$ cat src/rtl/stopwatch_pkg.sv
// Shared stopwatch definitions: timestamp field layout, field moduli and the
// lap store state type, plus the per-field borrow subtraction helper.
package stopwatch_pkg;

  localparam int FIELD_W  = 7;
  localparam int TIME_W   = 4 * FIELD_W;
  localparam int MSEC_LSB = 0;
  localparam int SEC_LSB  = 7;
  localparam int MIN_LSB  = 14;
  localparam int HOUR_LSB = 21;

  localparam int MSEC_MOD = 100;
  localparam int SEC_MOD  = 60;
  localparam int MIN_MOD  = 60;
  localparam int HOUR_MOD = 100;

  typedef enum logic [1:0] {
    IDLE    = 2'd0,
    CAPTURE = 2'd1,
    CLEAR   = 2'd2
  } lap_state_t;

  // Returns {borrow_out, field}; a negative raw difference wraps by the field modulus.
  function automatic logic [FIELD_W:0] field_sub(
    input logic [FIELD_W-1:0] a,
    input logic [FIELD_W-1:0] b,
    input logic               borrow_in,
    input logic [FIELD_W:0]   modulus
  );
    logic [FIELD_W:0] raw;
    logic [FIELD_W:0] wrapped;
    raw     = {1'b0, a} - {1'b0, b} - {{FIELD_W{1'b0}}, borrow_in};
    wrapped = raw[FIELD_W] ? (raw + modulus) : raw;
    return {raw[FIELD_W], wrapped[FIELD_W-1:0]};
  endfunction

endpackage

$ cat src/rtl/lap_store_if.sv
// Lap store bus: live timestamp and control pulses from the key logic side,
// selected record and status flags back from the store.
interface lap_store_if #(
  parameter int DEPTH = 8,
  parameter int TS_W  = 28
);
  logic [TS_W-1:0]          timestamp;
  logic                     lap_capture;
  logic                     clear;
  logic                     view_step;
  logic [TS_W-1:0]          view_timestamp;
  logic [$clog2(DEPTH)-1:0] view_index;
  logic [$clog2(DEPTH):0]   lap_count;
  logic                     empty;
  logic                     full;
  logic                     overflow;
  logic                     busy;

  modport master (
    output timestamp, lap_capture, clear, view_step,
    input  view_timestamp, view_index, lap_count, empty, full, overflow, busy
  );

  modport slave (
    input  timestamp, lap_capture, clear, view_step,
    output view_timestamp, view_index, lap_count, empty, full, overflow, busy
  );
endinterface

$ cat src/rtl/time_subtract.sv
// Combinational field-wise borrow subtractor for {hour, minute, second, m_sec}
// timestamps; used by lap_store to turn absolute lap times into splits.
module time_subtract
  import stopwatch_pkg::*;
(
  input  logic [TIME_W-1:0] minuend,
  input  logic [TIME_W-1:0] subtrahend,
  output logic [TIME_W-1:0] diff
);

  logic [FIELD_W:0] msec_r;
  logic [FIELD_W:0] sec_r;
  logic [FIELD_W:0] min_r;
  logic [FIELD_W:0] hour_r;

  // Borrow ripples from m_sec up to hour; hour simply wraps at 100.
  always_comb begin
    msec_r = field_sub(minuend[MSEC_LSB +: FIELD_W], subtrahend[MSEC_LSB +: FIELD_W],
                       1'b0, (FIELD_W+1)'(MSEC_MOD));
    sec_r  = field_sub(minuend[SEC_LSB +: FIELD_W], subtrahend[SEC_LSB +: FIELD_W],
                       msec_r[FIELD_W], (FIELD_W+1)'(SEC_MOD));
    min_r  = field_sub(minuend[MIN_LSB +: FIELD_W], subtrahend[MIN_LSB +: FIELD_W],
                       sec_r[FIELD_W], (FIELD_W+1)'(MIN_MOD));
    hour_r = field_sub(minuend[HOUR_LSB +: FIELD_W], subtrahend[HOUR_LSB +: FIELD_W],
                       min_r[FIELD_W], (FIELD_W+1)'(HOUR_MOD));
    diff   = {hour_r[FIELD_W-1:0], min_r[FIELD_W-1:0], sec_r[FIELD_W-1:0], msec_r[FIELD_W-1:0]};
  end

endmodule

$ cat src/rtl/lap_store.sv
// Circular lap record buffer with a single selectable display record.
// Define LAP_SPLIT_EN to store split times instead of absolute timestamps.
module lap_store
  import stopwatch_pkg::*;
#(
  parameter int DEPTH = 8,
  parameter int TS_W  = 28
)(
  input logic        clock,
  input logic        reset_n,
  lap_store_if.slave bus
);

  localparam int IW = $clog2(DEPTH);
  localparam int CW = IW + 1;

  lap_state_t      state;
  lap_state_t      state_nxt;
  logic [TS_W-1:0] mem [DEPTH];
  logic [TS_W-1:0] hold;
  logic [TS_W-1:0] view_timestamp;
  logic [IW-1:0]   wr_ptr;
  logic [IW-1:0]   view_index;
  logic [IW-1:0]   clr_idx;
  logic [IW-1:0]   next_view;
  logic [CW-1:0]   view_inc;
  logic [CW-1:0]   lap_count;
  logic            overflow;
  logic            is_full;
  logic            cap_done;

  assign is_full   = (lap_count == CW'(DEPTH));
  assign view_inc  = {1'b0, view_index} + 1'b1;
  assign next_view = (view_inc >= lap_count) ? '0 : view_inc[IW-1:0];

`ifdef LAP_SPLIT_EN
  logic            cap_phase;
  logic [TS_W-1:0] prev_ts;
  logic [TS_W-1:0] split_ts;

  time_subtract u_time_subtract (
    .minuend    (hold),
    .subtrahend (prev_ts),
    .diff       (split_ts)
  );

  // First CAPTURE cycle converts hold into a split; the second one writes it.
  always_ff @(posedge clock or negedge reset_n) begin
    if (!reset_n) begin
      cap_phase <= 1'b0;
      prev_ts   <= '0;
    end else if (state == CAPTURE) begin
      cap_phase <= !cap_phase;
      if (!cap_phase) prev_ts <= hold;
    end else if (state == CLEAR) begin
      prev_ts <= '0;
    end
  end

  assign cap_done = cap_phase;
`else
  assign cap_done = 1'b1;
`endif

  always_ff @(posedge clock or negedge reset_n) begin
    if (!reset_n) state <= IDLE;
    else          state <= state_nxt;
  end

  always_comb begin
    state_nxt = state;
    case (state)
      IDLE: begin
        if (bus.clear)                       state_nxt = CLEAR;
        else if (bus.lap_capture && !is_full) state_nxt = CAPTURE;
      end
      CAPTURE: if (cap_done)                  state_nxt = IDLE;
      CLEAR:   if (clr_idx == IW'(DEPTH - 1)) state_nxt = IDLE;
      default:                                state_nxt = IDLE;
    endcase
  end

  // Pulses are only honoured in IDLE; clear outranks capture outranks view_step.
  always_ff @(posedge clock or negedge reset_n) begin
    if (!reset_n) begin
      hold       <= '0;
      wr_ptr     <= '0;
      view_index <= '0;
      lap_count  <= '0;
      overflow   <= 1'b0;
      clr_idx    <= '0;
    end else begin
      case (state)
        IDLE: begin
          if (bus.clear) begin
            clr_idx <= '0;
          end else if (bus.lap_capture) begin
            if (is_full) overflow <= 1'b1;
            else         hold     <= bus.timestamp;
          end else if (bus.view_step && lap_count != '0) begin
            view_index <= next_view;
          end
        end
        CAPTURE: begin
`ifdef LAP_SPLIT_EN
          if (!cap_phase) hold <= split_ts;
`endif
          if (cap_done) begin
            wr_ptr     <= wr_ptr + 1'b1;
            lap_count  <= lap_count + 1'b1;
            view_index <= wr_ptr;
          end
        end
        CLEAR: begin
          clr_idx <= clr_idx + 1'b1;
          if (clr_idx == '0) begin
            lap_count  <= '0;
            wr_ptr     <= '0;
            view_index <= '0;
            overflow   <= 1'b0;
          end
        end
        default: ;
      endcase
    end
  end

  always_ff @(posedge clock) begin
    if (state == CAPTURE && cap_done) mem[wr_ptr]  <= hold;
    else if (state == CLEAR)          mem[clr_idx] <= '0;
  end

  // Slots beyond lap_count are never selected, so only the empty case needs masking.
  always_ff @(posedge clock or negedge reset_n) begin
    if (!reset_n)               view_timestamp <= '0;
    else if (lap_count == '0)   view_timestamp <= '0;
    else                        view_timestamp <= mem[view_index];
  end

  assign bus.view_timestamp = view_timestamp;
  assign bus.view_index     = view_index;
  assign bus.lap_count      = lap_count;
  assign bus.empty          = (lap_count == '0);
  assign bus.full           = is_full;
  assign bus.overflow       = overflow;
  assign bus.busy           = (state != IDLE);

endmodule
$ cat src/flat_wrapper.sv
// flat-port wrapper written by rule: the top's interface ports become plain ports
module lap_store_flat import stopwatch_pkg::*;
#(
  parameter int DEPTH = 8,
  parameter int TS_W  = 28
)
  (clock, reset_n, bus_timestamp, bus_lap_capture, bus_clear, bus_view_step, bus_view_timestamp, bus_view_index, bus_lap_count, bus_empty, bus_full, bus_overflow, bus_busy);
  lap_store_if #(.DEPTH(DEPTH), .TS_W(TS_W)) bus_i ();
  input logic clock;
  input logic reset_n;
  input wire logic [$bits(bus_i.timestamp)-1:0] bus_timestamp;
  input wire logic [$bits(bus_i.lap_capture)-1:0] bus_lap_capture;
  input wire logic [$bits(bus_i.clear)-1:0] bus_clear;
  input wire logic [$bits(bus_i.view_step)-1:0] bus_view_step;
  output wire logic [$bits(bus_i.view_timestamp)-1:0] bus_view_timestamp;
  output wire logic [$bits(bus_i.view_index)-1:0] bus_view_index;
  output wire logic [$bits(bus_i.lap_count)-1:0] bus_lap_count;
  output wire logic [$bits(bus_i.empty)-1:0] bus_empty;
  output wire logic [$bits(bus_i.full)-1:0] bus_full;
  output wire logic [$bits(bus_i.overflow)-1:0] bus_overflow;
  output wire logic [$bits(bus_i.busy)-1:0] bus_busy;
  assign bus_i.timestamp = bus_timestamp;
  assign bus_i.lap_capture = bus_lap_capture;
  assign bus_i.clear = bus_clear;
  assign bus_i.view_step = bus_view_step;
  assign bus_view_timestamp = bus_i.view_timestamp;
  assign bus_view_index = bus_i.view_index;
  assign bus_lap_count = bus_i.lap_count;
  assign bus_empty = bus_i.empty;
  assign bus_full = bus_i.full;
  assign bus_overflow = bus_i.overflow;
  assign bus_busy = bus_i.busy;
  lap_store #(.DEPTH(DEPTH), .TS_W(TS_W)) u_core (.clock(clock), .reset_n(reset_n), .bus(bus_i));
endmodule
$ cat config.mk
export PLATFORM = sky130hd
export DESIGN_NAME = lap_store_flat
export DESIGN_NICKNAME = d
export VERILOG_FILES = /design/src/rtl/stopwatch_pkg.sv /design/src/rtl/lap_store_if.sv /design/src/rtl/time_subtract.sv /design/src/rtl/lap_store.sv /design/src/flat_wrapper.sv
export SDC_FILE = /design/constraint.sdc
export NUM_CORES = 1
export LEC_CHECK = 0
export ABC_AREA = 1
export BUFFER_PORTS_ARGS = -buffer_cell sky130_fd_sc_hd__buf_2
export CAP_MARGIN = 20
export CORE_MARGIN = 1.5
export CORE_UTILIZATION = 50
export DETAILED_ROUTE_END_ITERATION = 12
export PLACE_DENSITY = 0.73
export SYNTH_ARGS = -nofsm -noshare
export SYNTH_HDL_FRONTEND = slang
export SYNTH_HIERARCHICAL = 1
export SYNTH_SLANG_ARGS = --single-unit
$ cat constraint.sdc
create_clock -name clock -period 4.7 [get_ports clock]
set_input_delay 1.175 -clock clock [delete_from_list [all_inputs] [get_ports clock]]
set_output_delay 1.175 -clock clock [all_outputs]
set_load 0.05 [all_outputs]
==> results.txt, run 1 <==
Run status - complete, no violations
Maximum number of pins on one net before global-route repair - 113
Hold Path Stages - 2
Crit path kind - flip-flop to flip-flop
Post-cts gate resize count - 0
Number of flops mapped to enable cells by yosys - 224
Area of the multi-input gates - 2950 um^2
Total number of vias - 7682
GP Congestion - 0.754
Asr flop ratio synth - 24.3%
Root buffer cell - clkbuf_16
Fin. Hold Viols - 0
Drc violations - 0
Antenna violations before repair - 0
Post-CTS setup buffers - 0
Final nets - 1123
Fin cells - 1419
Placed cell areas - 12600 um^2
Endpoints failing setup - 0
Die Y - 158 um
Layout cells sized above 1 - 17.2%
Total track usage - 20.1%
RSZ-0062 raised after global routing - no
Post-Syn Area per Cell - 11.9 um^2
Leak Pwr - 5.34 nW
Final Power - 0.0102 W
Drt wl/cell - 17.4 um
Required time worst endpoint - 4.91 ns
Final Cell Area - 13700 um^2
Predominant post-synthesis flop cell - edfxtp_1
Fmax - 0.303 GHz
Crit path max-delay cell type - nor2_2
Worst path cell trace - inv_1, ha_1, buf_4, inv_1, nor2_1, a21oi_1, or2_2, nor2_2, buf_4
CP Max Fanout - 38
Reg2Reg Launch Point - u_core/state[0]
Max Cap Violations - 0
Post-Synthesis Cells - 1016
Skew-Pair Late Insertion Delay - 0.55 ns
Crit path time final - 3.30 ns
Iter 0 DRT Violations - 662
Antenna diode count - 0
Worst-path clk slew - 0.06 ns
Hold path startpoint - u_core/hold[17]
Slew Viols, Final - 0
Die area - 25100 um^2
Global-route wire length before repair - 38500 um
R2R depth - 9
Port Buffers - 71
Number of global-route vias before repair - 7494
Post-DP HPWL - 13200 um
WP data arrival - 3.51 ns
Final Cycle Share - 70.1%
Total clock sinks - 296
Area Overhead vs Synth - 13.4%
CORE AREA - 23500 um^2
Yosys reg bits - 296
# fillers - 1905
Hold_buf cts - 0
Peak supply drop - 0.000487 V
Syn_nets - 1063
Dpl cells - 1362
Die Width - 158 um
Final wirelength - 24800 um
Max clock buf depth - 3
Setup crit end kind - flip-flop
Relative slew slack - 36.2%
Seq/Total Area, Yosys - 70.7%
IO Count - 72
Starting density of the core - 51.2%
Drt via density - 5.41
DRT antenna net count - 0
Post-synthesis cell area - 12100 um^2
Setup total negative slack - 0 ns
Most frequent cells in the layout - nor2_1, edfxtp_1, o21ai_0, nand2_1, buf_2
Worst-margin pin slew - 0.957 ns
CP max stage delay - 0.54 ns
Worst R2R End - u_core/mem[0][7]
Worst R2R Setup Slack - 1.40 ns
Clock Skews - 0.0155 ns
Cts bufs inserted - 30
Hold Path Sink - u_core/hold[17]
CP Launch Type - flip-flop
Hold WC Path Type - flip-flop to flip-flop
Post-synth cell types - 28
Power Density - 746 nW/um^2
Synth Warn # - 6
H-tree levels - 1
Num rows - 56
CTS tree - built
DRT Pass-1 Iters - 5
Register Area - 8530 um^2
Commonest non-fill, non-tap cell in the layout - nor2_1
Total gr overflow - 0
[worst max-delay path, delay by kind of cell (launching register included)]
family                     cells  cell delay, ns
AOI/OAI and AO/OA              1            0.07
buffers and inverters          4            1.22
DFF                            1            0.39
and+or+nand+nor                3            1.08
adders and majority gates      1            0.15
[Yosys cell counts, drive strengths merged (17+ instances only)]
cell type  instances  area share (%)
a21oi             36             2.4
inv               62             2.0
dfrtp             72              15
buf               39             2.5
nand3             17            0.79
clkbuf            19            0.59
o22ai             29             1.6
nand2             72             2.2
o211ai            28             1.7
nor2             277             8.7
edfxtp           224              56
o21ai            122             5.1
[cell type report]
| class | instances | share of cell area [%] |
|---|---|---|
| repair buffers | 86 | 3.59 |
| multi-input cells | 600 | 21.5 |
| clock buffers | 37 | 6.13 |
| well taps | 319 | 2.92 |
| flip-flops and latches | 296 | 62.4 |
| clock inverters | 19 | 1.70 |
| inverters | 62 | 1.72 |
[cell families (layout without fill, tap and decap cells)]
| kind of cell | after synthesis | after routing | synth area share [%] |
|---|---|---|---|
| flip-flops | 296 | 296 | 70.7 |
| AO/OA/AOI/OAI | 215 | 215 | 10.7 |
| adder cells (fa/ha/maj) | 14 | 14 | 1.45 |
| AND/OR/NAND/NOR | 370 | 370 | 12.0 |
| buffers and inverters | 120 | 204 | 5.07 |
| XOR/XNOR | 1 | 1 | 0.0726 |
[power by group]
part           leakage, nW  total (W)  internal (W)  switching (W)
logic                 1.96    0.00347      0.000822        0.00265
registers             2.86    0.00422       0.00398       0.000230
clock network        0.522    0.00252       0.00154       0.000976
total                 5.34     0.0102       0.00635        0.00385
[registers in the layout, summed over array words and instances, names as in the netlist]
| signal | cells |
|---|---|
| u_core/bus.view_index | 3 |
| u_core/bus.overflow | 1 |
| u_core/wr_ptr | 3 |
| u_core/state | 2 |
| u_core/mem | 224 |
| u_core/hold | 28 |
| u_core/clr_idx | 3 |
| u_core/bus.lap_count | 4 |
| u_core/bus.view_timestamp | 28 |
[worst max-delay path by stage]
stage                                   end                     from
after global placement     u_core/mem[0][7]          u_core/state[0]
after detailed placement   u_core/mem[0][5]          u_core/state[0]
final                      u_core/mem[0][7]          u_core/state[0]
after CTS                 u_core/mem[0][12]          u_core/state[0]
after global routing       u_core/mem[2][6]          u_core/state[0]
after floorplan                   bus_empty  u_core/bus.lap_count[0]
[per-layer routing]
| metal | track usage (%) | vias to the layer above | wire length, um |
|---|---|---|---|
| met4 | 7.30 | 0 | 712 |
| met2 | 34.5 | 240 | 12100 |
| met1 | 26.3 | 3755 | 10600 |
| met3 | 2.72 | 60 | 1340 |
| li1 | - | 3627 | - |
| met5 | 0 | - | 0 |
[metrics by stage]
step / setup WS, ns / util (%) / hold slack (ns)
2_1_floorplan: 1.81 / - / 0.480
3_3_place_gp: 1.53 / 53.4 / 0.471
3_5_place_dp: 1.44 / 53.4 / 0.477
4_1_cts: 1.42 / 58.0 / 0.506
5_1_grt: 1.29 / 58.1 / 0.524
6_report: 1.40 / 58.1 / 0.507
No activity file was read; power rests on OpenSTA's default activity.
==> run 2: changes to the inputs <==
--- a/config.mk
+++ b/config.mk
@@ -11,7 +11,7 @@
 export CORE_MARGIN = 1.5
 export CORE_UTILIZATION = 50
 export DETAILED_ROUTE_END_ITERATION = 12
-export PLACE_DENSITY = 0.73
+export PLACE_DENSITY = 0.75
 export SYNTH_ARGS = -nofsm -noshare
 export SYNTH_HDL_FRONTEND = slang
 export SYNTH_HIERARCHICAL = 1
==> constraint.sdc (replaced) <==
create_clock -name clock -period 2.8 [get_ports clock]
set_input_delay 0.7 -clock clock [delete_from_list [all_inputs] [get_ports clock]]
set_output_delay 0.7 -clock clock [all_outputs]
set_load 0.05 [all_outputs]
==> results.txt, run 2 (synthesis gave the netlist of run 1 again) <==
Run status - complete, no violations
Regs by FF count - u_core/mem x224, u_core/bus.view_timestamp x28, u_core/hold x28
Hold slack - 0.160 ns (-0.347 ns)
Max clock buf depth - 3 (unchanged)
Antenna diode count - 0 (unchanged)
Drt wl/cell - 17.7 um (+1.2%)
Iter 0 DRT Violations - 687 (+3.8%)
Reg with most FFs - u_core/mem
CP bufs+invs - 3 (-1)
CP Launch Type - flip-flop
Worst-path clk slew - 0.06 ns (about the same)
Area Overhead vs Synth - 13.4% (unchanged)
Critical path's top delay family - buffers and inverters
Root buffer cell - clkbuf_16
Total number of vias - 7583 (-1.3%)
Final worst setup slack - 0.301 ns (-1.10 ns)
Slew Viols, Final - 0 (unchanged)
Crit path max-delay cell type - dfrtp_1
Required time worst endpoint - 2.10 ns (-2.81 ns)
Worst-margin pin slew - 0.836 ns (-0.121 ns)
DRT Pass-1 Iters - 5 (unchanged)
Endpoints failing setup - 0 (unchanged)
Power Density - 1240 nW/um^2 (+66%)
Drc violations - 0 (unchanged)
Final nets - 1132 (+0.80%)
Port Buffers - 71 (unchanged)
WP data arrival - 1.80 ns (-1.71 ns)
Number of global-route vias before repair - 7505 (+0.15%)
Post-cts gate resize count - 0 (unchanged)
Total gr overflow - 0 (unchanged)
Largest register FFs - 224 (unchanged)
Total track usage - 20.7% (+0.63 points)
Layout cells sized above 1 - 17.3% (+0.16 points)
Commonest non-fill, non-tap cell in the layout - nor2_1
Crit path time final - 2.50 ns
GP Congestion - 0.821 (+8.9%)
Final Cycle Share - 89.2%
Die Width - 158 um (unchanged)
Peak supply drop - 0.000637 V (+31%)
Total clock sinks - 296 (unchanged)
Die area - 25100 um^2 (unchanged)
Most frequent cells in the layout - nor2_1, edfxtp_1, o21ai_0, nand2_1, buf_2
CP max stage delay - 0.43 ns (-0.11 ns)
Drt via density - 5.32 (-1.8%)
Hold WC Path Type - input port to asynchronous set/reset pin
CP Max Fanout - 5 (-87%)
H-tree levels - 1 (unchanged)
DP Worst Slack - 0.425 ns (-1.02 ns)
# fillers - 1896 (-0.47%)
Crit path kind - flip-flop to primary output
Clock Skews - 0.0129 ns (-0.00258 ns)
Skew-Pair Late Insertion Delay - 0.53 ns (-0.02 ns)
Post-CTS setup buffers - 0 (unchanged)
Crit path top cell by count - inv_1
Hold_buf cts - 0 (unchanged)
Starting density of the core - 51.2% (unchanged)
CTS tree - built
Die Y - 158 um (unchanged)
Cts bufs inserted - 29 (-3.3%)
Fmax - 0.400 GHz
Area of the multi-input gates - 2950 um^2 (unchanged)
Final wirelength - 25200 um (+1.7%)
Relative slew slack - 44.3% (+8.0 points)
Leak Pwr - 5.36 nW (+0.36%)
Final core utilization - 58.1% (unchanged)
Fin. Hold Viols - 0 (unchanged)
IO Count - 72 (unchanged)
Max Cap Violations - 0 (unchanged)
DRT antenna net count - 0 (unchanged)
Worst path cell trace - inv_1, ha_1, nand2_1, inv_1, buf_2
RSZ-0062 raised after global routing - no
Maximum number of pins on one net before global-route repair - 73 (-35%)
Global-route wire length before repair - 39600 um (+2.8%)
Register Area - 8530 um^2 (about the same)
Num rows - 56 (unchanged)
Setup crit end kind - primary output
Post-DP HPWL - 15400 um (+17%)
Antenna violations before repair - 0 (unchanged)
CORE AREA - 23500 um^2 (unchanged)
[run 2: cell types whose count changed in the layout (fill, tap and decap cells not counted)]
cell / delta
buf_12: +3
buf_16: -1
buf_4: +8
bufinv_16: -4
clkbuf_1: +5
clkbuf_8: +4
clkinv_1: -1
clkinv_2: -3
clkinv_4: +1
clkinvlp_4: -4
dfrtp_2: -1
dfrtp_4: +1
inv_6: -1
[run 2: layer usage]
| layer | track usage, % | part of all wire, % |
|---|---|---|
| met5 | 0 | 0 |
| met4 | 6.94 | 2.9 |
| met3 | 3.02 | 5.7 |
| met2 | 36.1 | 51 |
| met1 | 26.7 | 41 |
[run 2: worst paths after layout]
path,start,endpoint,slack (ns),cells past startpoint
worst max-delay path,u_core/bus.lap_count[0],bus_empty,0.30,5
worst min-delay path,reset_n,u_core/hold[5],0.16,1
worst max register to register,u_core/state[0],u_core/mem[6][9],0.36,8
worst min register to register,u_core/bus.overflow,u_core/bus.overflow,0.50,2
max in group asynchronous,reset_n,u_core/bus.view_timestamp[20],2.07,2
min in group clock,bus_timestamp[7],u_core/hold[7],0.41,3
[run 2: power by group]
group | switching (W) | internal, W | leakage [nW] | total (W)
logic | 0.00453 | 0.00143 | 2.02 | 0.00596
clock network | 0.00155 | 0.00232 | 0.486 | 0.00386
registers | 0.000390 | 0.00669 | 2.86 | 0.00708
[run 2: through the flow]
step	instances	area (um^2)	TNS (ns)	total power, W
after floorplan	1016	12100	-0.918	0.0114
after global placement	1373	12700	0	0.0129
after detailed placement	1373	12700	0	0.0131
after CTS	1426	13700	0	0.0170
after global routing	1426	13700	0	0.0179
final	1426	13700	0	0.0169
[run 2: final cells by class]
type                       count  area share [%]
tap                          319            2.92
inverter                      62            1.72
clock inverter                 7           0.467
multi-input combinational    600            21.5
sequential                   296            62.4
clock buffer                  46            6.67
timing repair buffer          96            4.26
